$ cat src/rtl/hangman_input_loader_if.sv
// rtl/hangman_input_loader_if.sv - byte/game handshake bundle for hangman_input_loader
//
// Purpose: groups the received-byte stream, the game-logic status lines and
// every loader output so they travel as one port.
// Signals:
//   rx_data[7:0], rx_valid      received ASCII byte and its one-cycle strobe
//   game_rdy, game_over         status from the game logic
//   setWord[39:0]               secret word, first letter in [39:32]
//   guess[7:0]                  current accepted guess (uppercase)
//   toggle_state                one-cycle round-start pulse
//   letter_count[2:0]           letters entered so far
//   used_mask[25:0]             bit i set once 'A'+i has been guessed
//   guess_new, dup_guess, drop  one-cycle result pulses
//   phase[1:0]                  ENTRY=0, START=1, PLAY=2, DONE=3
// Modports: master drives bytes/status and observes outputs; slave is the loader.

interface hangman_input_loader_if;
  logic [7:0]  rx_data;
  logic        rx_valid;
  logic        game_rdy;
  logic        game_over;
  logic [39:0] setWord;
  logic [7:0]  guess;
  logic        toggle_state;
  logic [2:0]  letter_count;
  logic [25:0] used_mask;
  logic        guess_new;
  logic        dup_guess;
  logic        drop;
  logic [1:0]  phase;

  modport master (
    output rx_data, rx_valid, game_rdy, game_over,
    input  setWord, guess, toggle_state, letter_count, used_mask,
           guess_new, dup_guess, drop, phase
  );

  modport slave (
    input  rx_data, rx_valid, game_rdy, game_over,
    output setWord, guess, toggle_state, letter_count, used_mask,
           guess_new, dup_guess, drop, phase
  );
endinterface

$ cat src/rtl/hangman_input_loader.sv
// rtl/hangman_input_loader.sv - ASCII byte front end: secret word entry and guess filter
//
// Purpose: collects a 5-letter secret word in ENTRY, strobes toggle_state in
// START, then forwards only new, uppercase, never-guessed letters in PLAY.
// Escape returns to ENTRY from any phase with all state cleared.
// Ports:
//   clk   system clock
//   nRst  asynchronous active-low reset
//   bus   hangman_input_loader_if.slave (bytes, game status, all outputs)
// All outputs are registered.

module hangman_input_loader (
  input  logic                         clk,
  input  logic                         nRst,
  hangman_input_loader_if.slave        bus
);

  typedef enum logic [1:0] {
    ENTRY = 2'd0,
    START = 2'd1,
    PLAY  = 2'd2,
    DONE  = 2'd3
  } phase_t;

  localparam logic [7:0] CH_ESC = 8'h1B;
  localparam logic [7:0] CH_BS  = 8'h08;
  localparam logic [7:0] CH_CR  = 8'h0D;

  phase_t      phase_q, phase_d;
  logic        pending_q, pending_d;
  logic [39:0] word_q, word_d;
  logic [7:0]  guess_q, guess_d;
  logic [2:0]  count_q, count_d;
  logic [25:0] mask_q, mask_d;
  logic        toggle_q, toggle_d;
  logic        new_q, new_d;
  logic        dup_q, dup_d;
  logic        drop_q, drop_d;

  logic        is_lower, is_upper, is_letter;
  logic [7:0]  upper;
  logic [25:0] letter_bit;

  always_comb begin
    is_lower   = (bus.rx_data >= 8'h61) && (bus.rx_data <= 8'h7A);
    is_upper   = (bus.rx_data >= 8'h41) && (bus.rx_data <= 8'h5A);
    is_letter  = is_lower || is_upper;
    upper      = is_lower ? (bus.rx_data - 8'h20) : bus.rx_data;
    letter_bit = 26'd1 << (upper - 8'h41);
  end

  always_ff @(posedge clk or negedge nRst) begin
    if (!nRst) begin
      phase_q   <= ENTRY;
      pending_q <= 1'b0;
      word_q    <= '0;
      guess_q   <= '0;
      count_q   <= '0;
      mask_q    <= '0;
      toggle_q  <= 1'b0;
      new_q     <= 1'b0;
      dup_q     <= 1'b0;
      drop_q    <= 1'b0;
    end else begin
      phase_q   <= phase_d;
      pending_q <= pending_d;
      word_q    <= word_d;
      guess_q   <= guess_d;
      count_q   <= count_d;
      mask_q    <= mask_d;
      toggle_q  <= toggle_d;
      new_q     <= new_d;
      dup_q     <= dup_d;
      drop_q    <= drop_d;
    end
  end

  always_comb begin
    phase_d   = phase_q;
    pending_d = pending_q;
    word_d    = word_q;
    guess_d   = guess_q;
    count_d   = count_q;
    mask_d    = mask_q;
    toggle_d  = 1'b0;
    new_d     = 1'b0;
    dup_d     = 1'b0;
    drop_d    = 1'b0;

    if (bus.rx_valid && (bus.rx_data == CH_ESC)) begin
      phase_d   = ENTRY;
      pending_d = 1'b0;
      word_d    = '0;
      guess_d   = '0;
      count_d   = '0;
      mask_d    = '0;
    end else begin
      unique case (phase_q)
        ENTRY: begin
          if (pending_q) begin
            // Enter was accepted last cycle; the registered toggle_state
            // pulse lines up with the START phase value.
            phase_d   = START;
            pending_d = 1'b0;
            toggle_d  = 1'b1;
            drop_d    = bus.rx_valid;
          end else if (bus.rx_valid) begin
            if (is_letter) begin
              if (count_q < 3'd5) begin
                word_d  = {word_q[31:0], upper};
                count_d = count_q + 3'd1;
              end else begin
                drop_d = 1'b1;
              end
            end else if (bus.rx_data == CH_BS) begin
              if (count_q != 3'd0) begin
                word_d  = {8'h00, word_q[39:8]};
                count_d = count_q - 3'd1;
              end else begin
                drop_d = 1'b1;
              end
            end else if (bus.rx_data == CH_CR) begin
              if (count_q == 3'd5) pending_d = 1'b1;
              else                 drop_d    = 1'b1;
            end else begin
              drop_d = 1'b1;
            end
          end
        end

        START: begin
          phase_d = PLAY;
          mask_d  = '0;
          guess_d = '0;
          drop_d  = bus.rx_valid;
        end

        PLAY: begin
          if (bus.game_over) begin
            phase_d = DONE;
            drop_d  = bus.rx_valid;
          end else if (bus.rx_valid) begin
            if (!is_letter || !bus.game_rdy) begin
              drop_d = 1'b1;
            end else if ((mask_q & letter_bit) != '0) begin
              dup_d = 1'b1;
            end else begin
              // guess only moves here, so it is stable during the compare sweep
              guess_d = upper;
              mask_d  = mask_q | letter_bit;
              new_d   = 1'b1;
            end
          end
        end

        DONE: begin
          drop_d = bus.rx_valid;
        end

        default: phase_d = ENTRY;
      endcase
    end
  end

  assign bus.setWord      = word_q;
  assign bus.guess        = guess_q;
  assign bus.toggle_state = toggle_q;
  assign bus.letter_count = count_q;
  assign bus.used_mask    = mask_q;
  assign bus.guess_new    = new_q;
  assign bus.dup_guess    = dup_q;
  assign bus.drop         = drop_q;
  assign bus.phase        = phase_q;

endmodule

$ cat src/flat_wrapper.sv
// flat-port wrapper written by rule: the top's interface ports become plain ports
module hangman_input_loader_flat 
  (clk, nRst, bus_rx_data, bus_rx_valid, bus_game_rdy, bus_game_over, bus_setWord, bus_guess, bus_toggle_state, bus_letter_count, bus_used_mask, bus_guess_new, bus_dup_guess, bus_drop, bus_phase);
  hangman_input_loader_if bus_i ();
  input  logic clk;
  input  logic nRst;
  input wire logic [$bits(bus_i.rx_data)-1:0] bus_rx_data;
  input wire logic [$bits(bus_i.rx_valid)-1:0] bus_rx_valid;
  input wire logic [$bits(bus_i.game_rdy)-1:0] bus_game_rdy;
  input wire logic [$bits(bus_i.game_over)-1:0] bus_game_over;
  output wire logic [$bits(bus_i.setWord)-1:0] bus_setWord;
  output wire logic [$bits(bus_i.guess)-1:0] bus_guess;
  output wire logic [$bits(bus_i.toggle_state)-1:0] bus_toggle_state;
  output wire logic [$bits(bus_i.letter_count)-1:0] bus_letter_count;
  output wire logic [$bits(bus_i.used_mask)-1:0] bus_used_mask;
  output wire logic [$bits(bus_i.guess_new)-1:0] bus_guess_new;
  output wire logic [$bits(bus_i.dup_guess)-1:0] bus_dup_guess;
  output wire logic [$bits(bus_i.drop)-1:0] bus_drop;
  output wire logic [$bits(bus_i.phase)-1:0] bus_phase;
  assign bus_i.rx_data = bus_rx_data;
  assign bus_i.rx_valid = bus_rx_valid;
  assign bus_i.game_rdy = bus_game_rdy;
  assign bus_i.game_over = bus_game_over;
  assign bus_setWord = bus_i.setWord;
  assign bus_guess = bus_i.guess;
  assign bus_toggle_state = bus_i.toggle_state;
  assign bus_letter_count = bus_i.letter_count;
  assign bus_used_mask = bus_i.used_mask;
  assign bus_guess_new = bus_i.guess_new;
  assign bus_dup_guess = bus_i.dup_guess;
  assign bus_drop = bus_i.drop;
  assign bus_phase = bus_i.phase;
  hangman_input_loader u_core (.clk(clk), .nRst(nRst), .bus(bus_i));
endmodule
$ cat config.mk
export PLATFORM = sky130hd
export DESIGN_NAME = hangman_input_loader_flat
export DESIGN_NICKNAME = d
export VERILOG_FILES = /design/src/rtl/hangman_input_loader_if.sv /design/src/rtl/hangman_input_loader.sv /design/src/flat_wrapper.sv
export SDC_FILE = /design/constraint.sdc
export NUM_CORES = 1
export LEC_CHECK = 0
export BUFFER_PORTS_ARGS = -buffer_cell sky130_fd_sc_hd__buf_2
export CORE_MARGIN = 8
export CORE_UTILIZATION = 30
export DETAILED_ROUTE_END_ITERATION = 12
export PLACE_DENSITY = 0.53
export SLEW_MARGIN = 10
export SYNTH_ARGS = -nofsm -noshare
export SYNTH_HDL_FRONTEND = slang
export SYNTH_SLANG_ARGS = --single-unit
$ cat constraint.sdc
create_clock -name clk -period 2.02 [get_ports clk]
set_input_delay 0.101 -clock clk [delete_from_list [all_inputs] [get_ports clk]]
set_output_delay 0.101 -clock clk [all_outputs]
set_load 0.005 [all_outputs]
==> results.cfg, run 1 <==
[clock_network]
cts_tree = done
clkTransAtPathRegs_ns = 0.06
clk_latency_ns = 0.35
cts-root-buf = clkbuf_16
cts-htree-levels = 3
cts_sinks = 84
cts_buffers = 9
cts_buffer_depth = 2

[finish]
nFillCells = 1387
num-nets-final = 698
syn_to_final_growth_pct = 55.77
mostFrequentLayoutCells = buf_4 (104), buf_2 (92), dfrtp_1 (83), nand2_1 (75), mux2i_1 (39)
utilization = 0.4702
fin_cells = 866
regArea_um2 = 2103
layout_commonest_cell = buf_4
drive_above_1_share = 0.4602
multi_input_area_um2 = 2768
diodes = 0

[die]
num_rows = 45
die_w_um = 138.8
core_um2 = 14980
die_area_um2 = 19250
num_io_pins = 96
start_util = 0.3018
die_h_um = 138.8

[worst_setup_path]
criticalPathCategory = reg2reg
crit_required_ns = 2.29
endpoint_kind = register
crit_path_max_fanout = 8
cp.arrival_ns = 2.41
startpoint_type = register

[logic_synthesis]
synth_ff_type = dfrtp_1
async_flop_share = 1.000
synth_cells = 473
ys_seq_area_frac = 0.4650
ys_ff_latch = 84
ys_warn_count = 0
synth_area_per_cell_um2 = 9.557
synth_edf_count = 0
ys_types = 51
synth_nets = 498
syn_area_um2 = 4521

[timing]
rsz0062_at_grt = true
slew_viol_final = 0
hold_viol_final = 0
tightestPinTransition_ns = 0.4882
setup_ws_ns = -0.1239
setup_tns_ns = -1.612
setup_viol = 29
relSlewSlack = 0.6745
period_share = 1.061
fin_crit_ns = 2.144
timing.fmax_mhz = 466.4
finalClockSkew_ns = 0.006530

[run]
cap_violations = 0

[placed_design]
port_buffers = 95
dp_hpwl_mm = 10.42
place_congestion = 0.9001
dpl.cell_count = 817

[pwr]
power_density_nw_per_um2 = 752.4
p_leak_nw = 3.281
finalPower_w = 0.005299
peakVddDrop_mv = 0.3474

[global_routing]
grt_pass1_vias = 4450
grt_pass1_wl_mm = 23.76
antenna_found_initial = 0
grt_max_degree = 85
overflow = 0
track_usage = 0.1525

[detailed_routing]
totalWireLength_mm = 15.20
drtPass1Iterations = 5
avgViaCountPerCell = 5.121
drc = 0
drt_iter0_drc = 273
final_antenna_net_count = 0
vias = 4435
routedWlPerCell_um = 17.55

[run_status]
outcome = finished, violations left
violations = negative setup slack

[min_path]
hold_path_class = in2reg
## flip-flops by register name, summed over array words and instances (netlist names)
signal,count
u_core.bus.setWord,40
u_core.bus.phase,2
u_core.bus.letter_count,3
u_core.bus.used_mask,26
u_core.pending_q,1
u_core.bus.dup_guess,1
u_core.bus.guess_new,1
u_core.bus.guess,8
u_core.bus.drop,1
u_core.bus.toggle_state,1
## synthesized netlist by cell type, drive strengths merged (3+ instances only)
master	count	area [um2]
a211oi	3	22.52
a21oi	11	55.05
a22o	10	87.58
a32oi	3	26.28
and3	7	43.79
buf	14	81.33
clkbuf	13	48.80
dfrtp	84	2102
ha	11	137.6
inv	13	48.80
mux2i	39	390.4
nand2	89	334.1
nand2b	6	37.54
nand3	8	40.04
nand4	8	50.05
nor2	23	88.84
nor2b	4	25.02
nor3	8	45.04
nor4	3	18.77
o2111ai	3	32.53
o211ai	4	30.03
o21ai	42	210.2
o31ai	30	225.2
or3	3	18.77
xnor2	7	61.31
xor2	3	26.28
## through the flow
stage / hold slack [ns] / setup slack, ns / instance area (um2)
6_report: 0.1439 / -0.1239 / 7042
3_5_place_dp: 0.1783 / -0.6894 / 5901
4_1_cts: 0.1212 / -0.1243 / 6526
3_3_place_gp: 0.1691 / -0.6588 / 5901
5_1_grt: 0.1721 / -0.2332 / 7042
2_1_floorplan: -0.1946 / -0.3747 / 4637
## critical path, stage by stage, from the launching register on
cell and delay [ns]:
dfrtp_1 0.40, mux2_2 0.27, a32oi_1 0.15, o21ai_1 0.08, a221o_1 0.34, o2111ai_4 0.28
nor2b_4 0.22, buf_12 0.14, mux2i_1 0.18
## cell type report
type	count	share of cell area
clock buffer	11	0.03305
clock inverter	5	0.007463
inverter	15	0.009595
multi-input combinational	347	0.3930
sequential	84	0.2987
tap	188	0.03340
timing repair buffer	216	0.2248
## routing by layer
metal | up-vias | share of wire | wire length, um | global-route usage
met5 | - | 0 | 0 | 0
met4 | 0 | 0.023 | 343 | 0.06817
met3 | 24 | 0.047 | 712 | 0.03787
met2 | 98 | 0.49 | 7513 | 0.2512
met1 | 2202 | 0.44 | 6630 | 0.1851
li1 | 2111 | - | - | -
## path summary, 6_finish.rpt
check                                         start                 endpoint  slack (ns)  cells after the start
setup / recovery           u_core.bus.used_mask[23]      u_core.bus.guess[4]       -0.12                      8
hold / removal                         bus_game_rdy     u_core.bus.dup_guess        0.14                      4
setup reg to reg           u_core.bus.used_mask[23]      u_core.bus.guess[4]       -0.12                      8
hold reg to reg              u_core.bus.setWord[13]   u_core.bus.setWord[13]        0.51                      2
max in group asynchronous                      nRst  u_core.bus.used_mask[1]        1.30                      3
min in group asynchronous                      nRst   u_core.bus.setWord[33]        0.30                      3
## repair_timing
action,in CTS,in global routing
setup buffers,15,15
resized for setup,41,83
pin swaps,13,35
setup endpoints to repair,77,75
hold buffers,1,0
gates cloned,3,2
endpoints found under the hold margin,84,0
## where the power goes
group,total (W),switching [W],internal [W]
combinational,0.00177,0.00101,0.000760
sequential,0.00191,0.000109,0.00180
clock,0.00163,0.000673,0.000952
total,0.00530,0.00179,0.00351
## logic make-up (layout without fill, tap and decap cells)
logic type | Yosys count | in the layout | share of synthesized area
AOI/OAI and AO/OA | 117 | 117 | 0.1746
xor gates and xnor gates | 10 | 10 | 0.01938
adders and majority gates | 12 | 12 | 0.03487
buffers and inverters | 42 | 247 | 0.04124
DFF | 84 | 84 | 0.4650
muxes | 42 | 42 | 0.09632
and+or+nand+nor | 166 | 166 | 0.1686
No activity file was read; power rests on OpenSTA's default activity.
==> run 2, diff against run 1 <==
--- a/config.mk
+++ b/config.mk
@@ -9,7 +9,8 @@
 export CORE_MARGIN = 8
 export CORE_UTILIZATION = 30
 export DETAILED_ROUTE_END_ITERATION = 12
-export PLACE_DENSITY = 0.53
+export HOLD_SLACK_MARGIN = 0.05
+export PLACE_DENSITY = 0.51
 export SLEW_MARGIN = 10
 export SYNTH_ARGS = -nofsm -noshare
 export SYNTH_HDL_FRONTEND = slang
==> constraint.sdc (replaced) <==
create_clock -name clk -period 2.35 [get_ports clk]
set_input_delay 0.1175 -clock clk [delete_from_list [all_inputs] [get_ports clk]]
set_output_delay 0.1175 -clock clk [all_outputs]
set_load 0.005 [all_outputs]
==> results.cfg, run 2 (synthesis results as in run 1) <==
[global_routing]
grt_pass1_vias = 4286
antenna_found_initial = 0
grt_pass1_wl_mm = 22.39
overflow = 0
grt_max_degree = 55
track_usage = 0.1424

[clock_network]
clk_latency_ns = 0.34
cts_buffer_depth = 2
cts_buffers = 9
cts-root-buf = clkbuf_16
cts_sinks = 84
clkTransAtPathRegs_ns = 0.06
cts-htree-levels = 3
cts_tree = done

[worst_setup_path]
crit_required_ns = 2.61
crit_path_max_fanout = 6
startpoint_type = input pin
endpoint_kind = register
cp.arrival_ns = 2.56
criticalPathCategory = in2reg

[timing]
finalClockSkew_ns = 0.007043
setup_tns_ns = 0
fin_hold_ws_ns = 0.1186
setup_viol = 0
period_share = 0.9808
relSlewSlack = 0.5623
tightestPinTransition_ns = 0.6542
rsz0062_at_grt = true
hold_viol_final = 0
timing.fmax_mhz = 433.8
fin_crit_ns = 2.305
slew_viol_final = 0

[die]
start_util = 0.3018
num_rows = 45
die_area_um2 = 19250
die_w_um = 138.8
die_h_um = 138.8
core_um2 = 14980
num_io_pins = 96

[finish]
fin_area_um2 = 6103
mostFrequentLayoutCells = buf_2 (92), nand2_1 (89), dfrtp_1 (84), buf_4 (59)
largest_reg_flops = 40
diodes = 0
num-nets-final = 640
syn_to_final_growth_pct = 35.01
utilization = 0.4075
drive_above_1_share = 0.3210
layout_commonest_cell = buf_2

[placed_design]
port_buffers = 95
dp_hpwl_mm = 10.43
place_congestion = 0.8939
place_area_um2 = 5680

[pwr]
p_leak_nw = 2.861
sw_frac_of_total = 0.3376
power_density_nw_per_um2 = 699.4
switchingPower_w = 0.001441
p_clk_frac = 0.331
peakVddDrop_mv = 0.4060
seqPwrFrac = 0.388
internal-power_w = 0.002828
comb_power_share = 0.281

[detailed_routing]
final_antenna_net_count = 0
vias = 4125
drc = 0
routedWlPerCell_um = 17.01
drtPass1Iterations = 4
totalWireLength_mm = 13.75
drt_iter0_drc = 264
avgViaCountPerCell = 5.105

[run]
cap_violations = 0

[run_status]
outcome = complete, no violations

[min_path]
hold_path_class = in2reg
-- run 2: cell types whose count changed in the layout (fill, tap and decap cells not counted), sizes merged --
| cell | before | now |
|---|---|---|
| clkbuf | 13 | 10 |
| clkinv | 5 | 7 |
| inv | 13 | 12 |
| buf | 213 | 157 |
-- run 2: final timing paths --
check / start / to / slack, ns / depth (start not counted)
min in group asynchronous: nRst / u_core.bus.setWord[36] / 0.33 / 2
max in group asynchronous: nRst / u_core.bus.dup_guess / 1.38 / 3
max: bus_rx_data[0] / u_core.bus.used_mask[21] / 0.05 / 11
min: bus_game_rdy / u_core.bus.guess_new / 0.12 / 3
max reg2reg: u_core.bus.used_mask[1] / u_core.bus.guess[3] / 0.12 / 8
min reg2reg: u_core.bus.setWord[5] / u_core.bus.setWord[5] / 0.51 / 2
-- run 2: layout make-up --
class | instances | area [um2]
Fill cell | 1500 | 8874
Multi-Input combinational cell | 347 | 2382
Sequential cell | 84 | 2102
Timing Repair Buffer | 158 | 1020
Tap cell | 188 | 235.2
Clock buffer | 10 | 229.0
Inverter | 15 | 70.07
Clock inverter | 6 | 65.06
-- run 2: through the flow --
| stage | cells | total power [W] | setup slack (ns) |
|---|---|---|---|
| 2_1_floorplan | 473 | 0.002352 | -0.06306 |
| 6_report | 808 | 0.004269 | 0.04501 |
| 5_1_grt | 808 | 0.004526 | -0.03955 |
| 3_3_place_gp | 789 | 0.002829 | -0.3882 |
| 3_5_place_dp | 789 | 0.002857 | -0.3994 |
| 4_1_cts | 806 | 0.004295 | -0.04422 |
-- run 2: power by group through the flow --
stage	clock (W)	combinational [W]	sequential (W)
global route	0.00151	0.00134	0.00167
CTS	0.00145	0.00118	0.00166
global placement	0	0.00115	0.00168
detailed placement	0	0.00117	0.00168
floorplan	0	0.000689	0.00166
finish	0.00141	0.00120	0.00166
-- run 2: what timing repair did --
item	4_1_cts	5_1_grt
gates resized for setup	0	22
hold endpoints to repair	46	0
pin swaps	1	8
setup buffers	0	2
hold buffers	1	0
endpoints found under the setup margin	15	77
-- run 2: metal layers --
layer	part of all wire	global-route usage
met4	0.015	0.04564
met1	0.45	0.1743
met5	0	0
met3	0.038	0.03614
met2	0.49	0.2405
-- run 2: critical path, cell delays in order --
cell and delay [ns]:
buf_8 0.11, inv_8 0.06, ha_4 0.14, or4b_4 0.48
o22a_1 0.24, a41oi_2 0.32, xor2_2 0.24, nand2_1 0.09
nor2_2 0.24, nand3_1 0.28, o21ai_0 0.24
